<file path="config.mk">
export PLATFORM = sky130hd
export DESIGN_NAME = mod_voice_scheduler
export DESIGN_NICKNAME = d
export VERILOG_FILES = /design/src/rtl/mod_voice_scheduler.sv
export SDC_FILE = /design/constraint.sdc
export NUM_CORES = 2
export LEC_CHECK = 0
export BUFFER_PORTS_ARGS = -buffer_cell sky130_fd_sc_hd__buf_4
export CAP_MARGIN = 20
export CORE_MARGIN = 5
export CORE_UTILIZATION = 63
export CTS_CLUSTER_SIZE = 10
export DETAILED_ROUTE_END_ITERATION = 7
export HOLD_SLACK_MARGIN = 0.05
export PLACE_DENSITY_LB_ADDON = 0.15
export SETUP_SLACK_MARGIN = 0.05
export SLEW_MARGIN = 20
export SYNTH_ARGS = -nofsm -noshare
export SYNTH_HDL_FRONTEND = slang
export SYNTH_SLANG_ARGS = --single-unit
</file>
<file path="constraint.sdc">
create_clock -name clk -period 39.3 [get_ports clk]
set_input_delay 11.79 -clock clk [delete_from_list [all_inputs] [get_ports clk]]
set_output_delay 11.79 -clock clk [all_outputs]
set_load 0.01 [all_outputs]
</file>
<file path="src/rtl/mod_voice_scheduler.sv">
// rtl/mod_voice_scheduler.sv - time-multiplexed voice scan feeding the shared phase-modulation datapath
module mod_voice_scheduler #(
    parameter int NUM_BITS    = 32,
    parameter int NUM_VOICES  = 16,
    parameter int SAMPLE_DIV  = 2083,
    parameter int REL_SAMPLES = 4800
) (
    input  logic                clk,
    input  logic                rst,
    input  logic                note_wr,
    input  logic [3:0]          note_idx,
    input  logic                note_gate,
    input  logic [NUM_BITS-1:0] note_word,
    input  logic                ds_ready,
    output logic [NUM_BITS-1:0] tuning_word,
    output logic                mod_enable,
    output logic [15:0]         curr_note,
    output logic [15:0]         note_enable,
    output logic                slot_valid,
    output logic                acc_en,
    output logic                frame_start,
    output logic                frame_done,
    output logic                overrun
);
    localparam int              TW        = (SAMPLE_DIV > 1) ? $clog2(SAMPLE_DIV) : 1;
    localparam logic [TW-1:0]   TICK_LAST = TW'(SAMPLE_DIV - 1);
    localparam logic [3:0]      LAST_IDX  = 4'(NUM_VOICES - 1);
    localparam logic [15:0]     REL_INIT  = 16'(REL_SAMPLES);

    localparam logic [1:0] S_WAIT  = 2'd0;
    localparam logic [1:0] S_SCAN  = 2'd1;
    localparam logic [1:0] S_ISSUE = 2'd2;
    localparam logic [1:0] S_DONE  = 2'd3;

    localparam logic [1:0] V_IDLE  = 2'd0;
    localparam logic [1:0] V_HELD  = 2'd1;
    localparam logic [1:0] V_REL   = 2'd2;

    logic [NUM_BITS-1:0] word_q    [16];
    logic [1:0]          vstate_q  [16];
    logic [15:0]         rel_cnt_q [16];
    logic [TW-1:0]       tick_cnt;
    logic [1:0]          state;
    logic [3:0]          idx;
    logic                issue_hit;
    logic                tick;
    logic [15:0]         wr_hit;
    logic [15:0]         rel_step;

    assign tick       = (tick_cnt == TICK_LAST);
    assign slot_valid = (state == S_ISSUE);
    assign acc_en     = slot_valid & ds_ready;
    assign frame_done = (state == S_DONE);

    // A release issue only counts when the slot was captured in release and
    // no table write touched the voice since capture; otherwise the count would drift.
    always_comb begin
        wr_hit      = '0;
        rel_step    = '0;
        note_enable = '0;
        for (int v = 0; v < NUM_VOICES; v++) begin
            wr_hit[v]      = note_wr && (note_idx == 4'(v));
            note_enable[v] = (vstate_q[v] == V_HELD);
            rel_step[v]    = acc_en && (idx == 4'(v)) && !mod_enable && !issue_hit
                             && (vstate_q[v] == V_REL);
        end
    end

    always_ff @(posedge clk or posedge rst) begin
        if (rst) begin
            for (int v = 0; v < 16; v++) begin
                vstate_q[v]  <= V_IDLE;
                word_q[v]    <= '0;
                rel_cnt_q[v] <= '0;
            end
        end else begin
            for (int v = 0; v < 16; v++) begin
                if (wr_hit[v]) begin
                    if (note_gate) begin
                        vstate_q[v]  <= V_HELD;
                        word_q[v]    <= note_word;
                        rel_cnt_q[v] <= '0;
                    end else if (vstate_q[v] == V_HELD) begin
                        vstate_q[v]  <= V_REL;
                        rel_cnt_q[v] <= REL_INIT;
                    end
                end else if (rel_step[v]) begin
                    rel_cnt_q[v] <= rel_cnt_q[v] - 16'd1;
                    if (rel_cnt_q[v] == 16'd1) begin
                        vstate_q[v] <= V_IDLE;
                    end
                end
            end
        end
    end

    always_ff @(posedge clk or posedge rst) begin
        if (rst) begin
            tick_cnt    <= '0;
            state       <= S_WAIT;
            idx         <= '0;
            issue_hit   <= 1'b0;
            tuning_word <= '0;
            mod_enable  <= 1'b0;
            curr_note   <= '0;
            frame_start <= 1'b0;
            overrun     <= 1'b0;
        end else begin
            tick_cnt    <= tick ? '0 : tick_cnt + 1'b1;
            frame_start <= 1'b0;
            if (tick && state != S_WAIT) begin
                overrun <= 1'b1;
            end
            case (state)
                S_WAIT: begin
                    if (tick) begin
                        frame_start <= 1'b1;
                        idx         <= '0;
                        state       <= S_SCAN;
                    end
                end
                S_SCAN: begin
                    if (vstate_q[idx] != V_IDLE) begin
                        tuning_word <= word_q[idx];
                        mod_enable  <= (vstate_q[idx] == V_HELD);
                        curr_note   <= 16'd1 << idx;
                        issue_hit   <= wr_hit[idx];
                        state       <= S_ISSUE;
                    end else if (idx == LAST_IDX) begin
                        state <= S_DONE;
                    end else begin
                        idx <= idx + 4'd1;
                    end
                end
                S_ISSUE: begin
                    if (wr_hit[idx]) begin
                        issue_hit <= 1'b1;
                    end
                    if (ds_ready) begin
                        if (idx == LAST_IDX) begin
                            state <= S_DONE;
                        end else begin
                            idx   <= idx + 4'd1;
                            state <= S_SCAN;
                        end
                    end
                end
                default: state <= S_WAIT;
            endcase
        end
    end
endmodule

</file>
==> flow_summary.yaml <==
global_routing:
  grt_max_degree: 135
  gr-total-overflow: 0
  grt_pass1_vias: 31300
  grt_usage_pct: 29.8
  grt_antenna_before_repair: 3
  grt_pass1_wl_um: 175000
placement:
  dp_hpwl_um: 65400
  port_buffers: 110
  dpl_cell_area_um2: 44100
  place_congestion: 0.892
cts:
  cts_num_sinks: 870
  cts_hold_buf: 0
  clock_latency_ps: 670
  path_clk_slew_ps: 50
  htreeDepth: 3
  cts_setup_buffers: 0
  cts_repair_resize_count: 0
  root_buffer: "clkbuf_16"
  cts_tree: "built"
  cts_buffers: 98
  cts_buffer_depth: 3
logic_synthesis:
  yosysMostFrequentCell: "dfrtp_1"
  synth_area_per_cell_um2: 11.7
  ys.flop_type: "dfrtp_1"
  yosys_warnings: 0
  async_flop_share_pct: 100
  synth_nets: 3732
  syn_inst: 3647
  yosysTopAreaCell: "dfrtp_1"
  synthDistinctLibCells: 97
  synth_edf_count: 0
  synth_area_leaders: "dfrtp_1 51%, mux2_2 10%, mux4_2 8.7%, nand2_1 4.5%, nor2_1 2.3%"
  synth_area_um2: 42700
  synthTopCellsByCount: "870 x dfrtp_1, 516 x nand2_1, 388 x mux2_2, 258 x nor2_1, 164 x mux4_2"
  yosysTopAreaCellShare_pct: 51.0
  ys_seq_area_share_pct: 51.0
  synth_seq_cells: 870
setup_path:
  critPathArrivalTime_ps: 12210
  r2r_cells: 7
  critPathTopFamily: "buffers and inverters"
  cp_cell_sequence: "buf_4, inv_1, nor2_1, buf_4"
  slowest_stage: "buf_4"
  regToRegStartpoint: "idx[3]$_DFFE_PP0P_"
  end_kind: "primary output"
  worstSetupPathType: "in2out"
  required_ps: 27510
  critPathLaunchType: "input port"
  r2r-end: "tuning_word[1]$_DFFE_PP0P_"
  rrSetupSlack_ps: 34820
  cp.depth: 4
  crit_buf_inv: 3
  cpMostUsedCell: "buf_4"
  crit_fanout: 6
  slowest_delay_ps: 140
cells_and_area:
  drive_gt1_share_pct: 25.0
  syn_to_final_growth_pct: 9.69
  nets: 3781
  final_area_um2: 46800
power_and_ir_drop:
  ir_worst_vdd_mv: 0.0390
  power.density_nw_per_um2: 49.7
  p_leak_nw: 21.8
floorplan:
  fp-row-count: 95
  io_pins: 111
  design.core.area_um2: 67200
  die_x_um: 270
  dieArea_um2: 73100
  die_h_um: 270
  start_util_pct: 63.6
sta:
  report.final.slew_viol_count: 0
  hold_viol_final: 0
  finalCritPeriodShare_pct: 61.1
  min_period_ps: 24000
  setup_tns_ps: 0
  worst_pin_slew_ps: 1130
  finClkSkew_ps: 30.7
  timing.fmax_mhz: 41.7
  maxSlewHeadroom_pct: 24.6
  rsz0062_at_grt: "no"
  setup_viol: 0
  holdWs_ps: 471
hold_path:
  hp-start: "word_q[151]$_DFFE_PP0P_"
  hold_path_end: "word_q[151]$_DFFE_PP0P_"
  holdCritPathClass: "reg2reg"
  min_path_cells: 2
route:
  wire_per_inst_um: 23.8
  dr.pass1.iters: 6
  drc_errors: 0
  ant_nets: 0
  drtIter0Drc: 3329
  via_count: 30100
  wl_um: 109000
  vias_per_cell: 6.55
run_status:
  status: "complete, no violations"
job:
  maxCapViolations: 0
==> report_power, final <==
part	internal (mW)	switching, mW	leakage [nW]
Sequential	1.04	0.0921	11.4
Combinational	0.194	0.200	9.17
Clock	0.454	0.349	1.30
Total	1.68	0.641	21.8
==> how the worst max path moves through the flow <==
stage	from	to	slack (ps)
final	ds_ready	acc_en	15300
after floorplan	rst	curr_note[0]$_DFFE_PP0P_	3060
after global placement	ds_ready	acc_en	15320
after CTS	ds_ready	acc_en	15300
after global routing	ds_ready	acc_en	15270
after detailed placement	ds_ready	acc_en	15300
==> worst register-to-register path, cell delays in order, from the launching register on <==
cell	delay, ps
dfrtp_2	910
buf_4	660
mux4_1	730
mux2i_2	320
a31oi_4	250
nand2_4	280
buf_4	780
mux2_1	430
==> cell type report <==
type / instances / area [um^2]
antenna: 2 / 5.00
clock buffer: 112 / 2510
clock inverter: 7 / 154
fill: 4637 / 20300
inverter: 88 / 338
multi-input combinational: 2478 / 19700
sequential: 870 / 21800
tap: 873 / 1090
timing repair buffer: 160 / 1250
==> flip-flops by register name (all words and copies together), names as in the netlist <==
register,flops
word_q,512
rel_cnt_q,256
tuning_word,32
vstate_q,32
curr_note,16
tick_cnt,12
idx,4
state,2
frame_start,1
issue_hit,1
mod_enable,1
overrun,1
==> cell usage in the layout (no fill, tap or decap), drive strengths merged, types with 17 or more instances in the layout <==
master  Yosys  routed
nor2      263     263
o21ai     101     101
or3        46      46
ha         44      44
a31oi      21      21
xor2       72      72
o22a       20      20
dfrtp     870     870
o31ai      29      29
nand4b     24      24
nand3      53      53
buf        92     160
a21oi     127     127
or4        32      32
nor4b      17      17
nand2b     22      22
xnor2      66      66
nand2     517     517
nor4       58      58
nor3       67      67
nor2b      34      34
inv        88      90
nand4      49      49
mux4      166     166
mux2      422     422
clkbuf    119     112
==> cell families (layout without fill, tap and decap cells) <==
family | Yosys count | after routing | synth area share (%)
fa+ha+maj | 44 | 44 | 1.29
other cells | 0 | 2 | 0
mux | 604 | 604 | 20.6
buf+inv | 299 | 367 | 3.06
xor+xnor | 138 | 138 | 2.83
compound gates | 433 | 433 | 6.79
simple gates | 1259 | 1259 | 14.5
flops | 870 | 870 | 51.0
==> layer usage <==
metal | up-vias | track usage [%] | share of wire, %
met5 | - | 0 | 0.010
met4 | 2 | 10.7 | 3.8
met3 | 275 | 5.35 | 6.7
met2 | 1166 | 49.7 | 49
met1 | 15500 | 40.0 | 40
li1 | 13200 | - | -
==> metrics by stage <==
stage                     power (mW)  utilization [%]  std cells  worst slack (ps)
after floorplan                 1.42                -       3647              3060
after global placement          1.49             65.6       4467             15320
after detailed placement        1.53             65.6       4467             15300
after CTS                       2.33             69.6       4586             15300
after global routing            2.43             69.7       4589             15270
final                           2.32             69.7       4590             15300
Note: power is estimated with default switching activity, not from simulation.
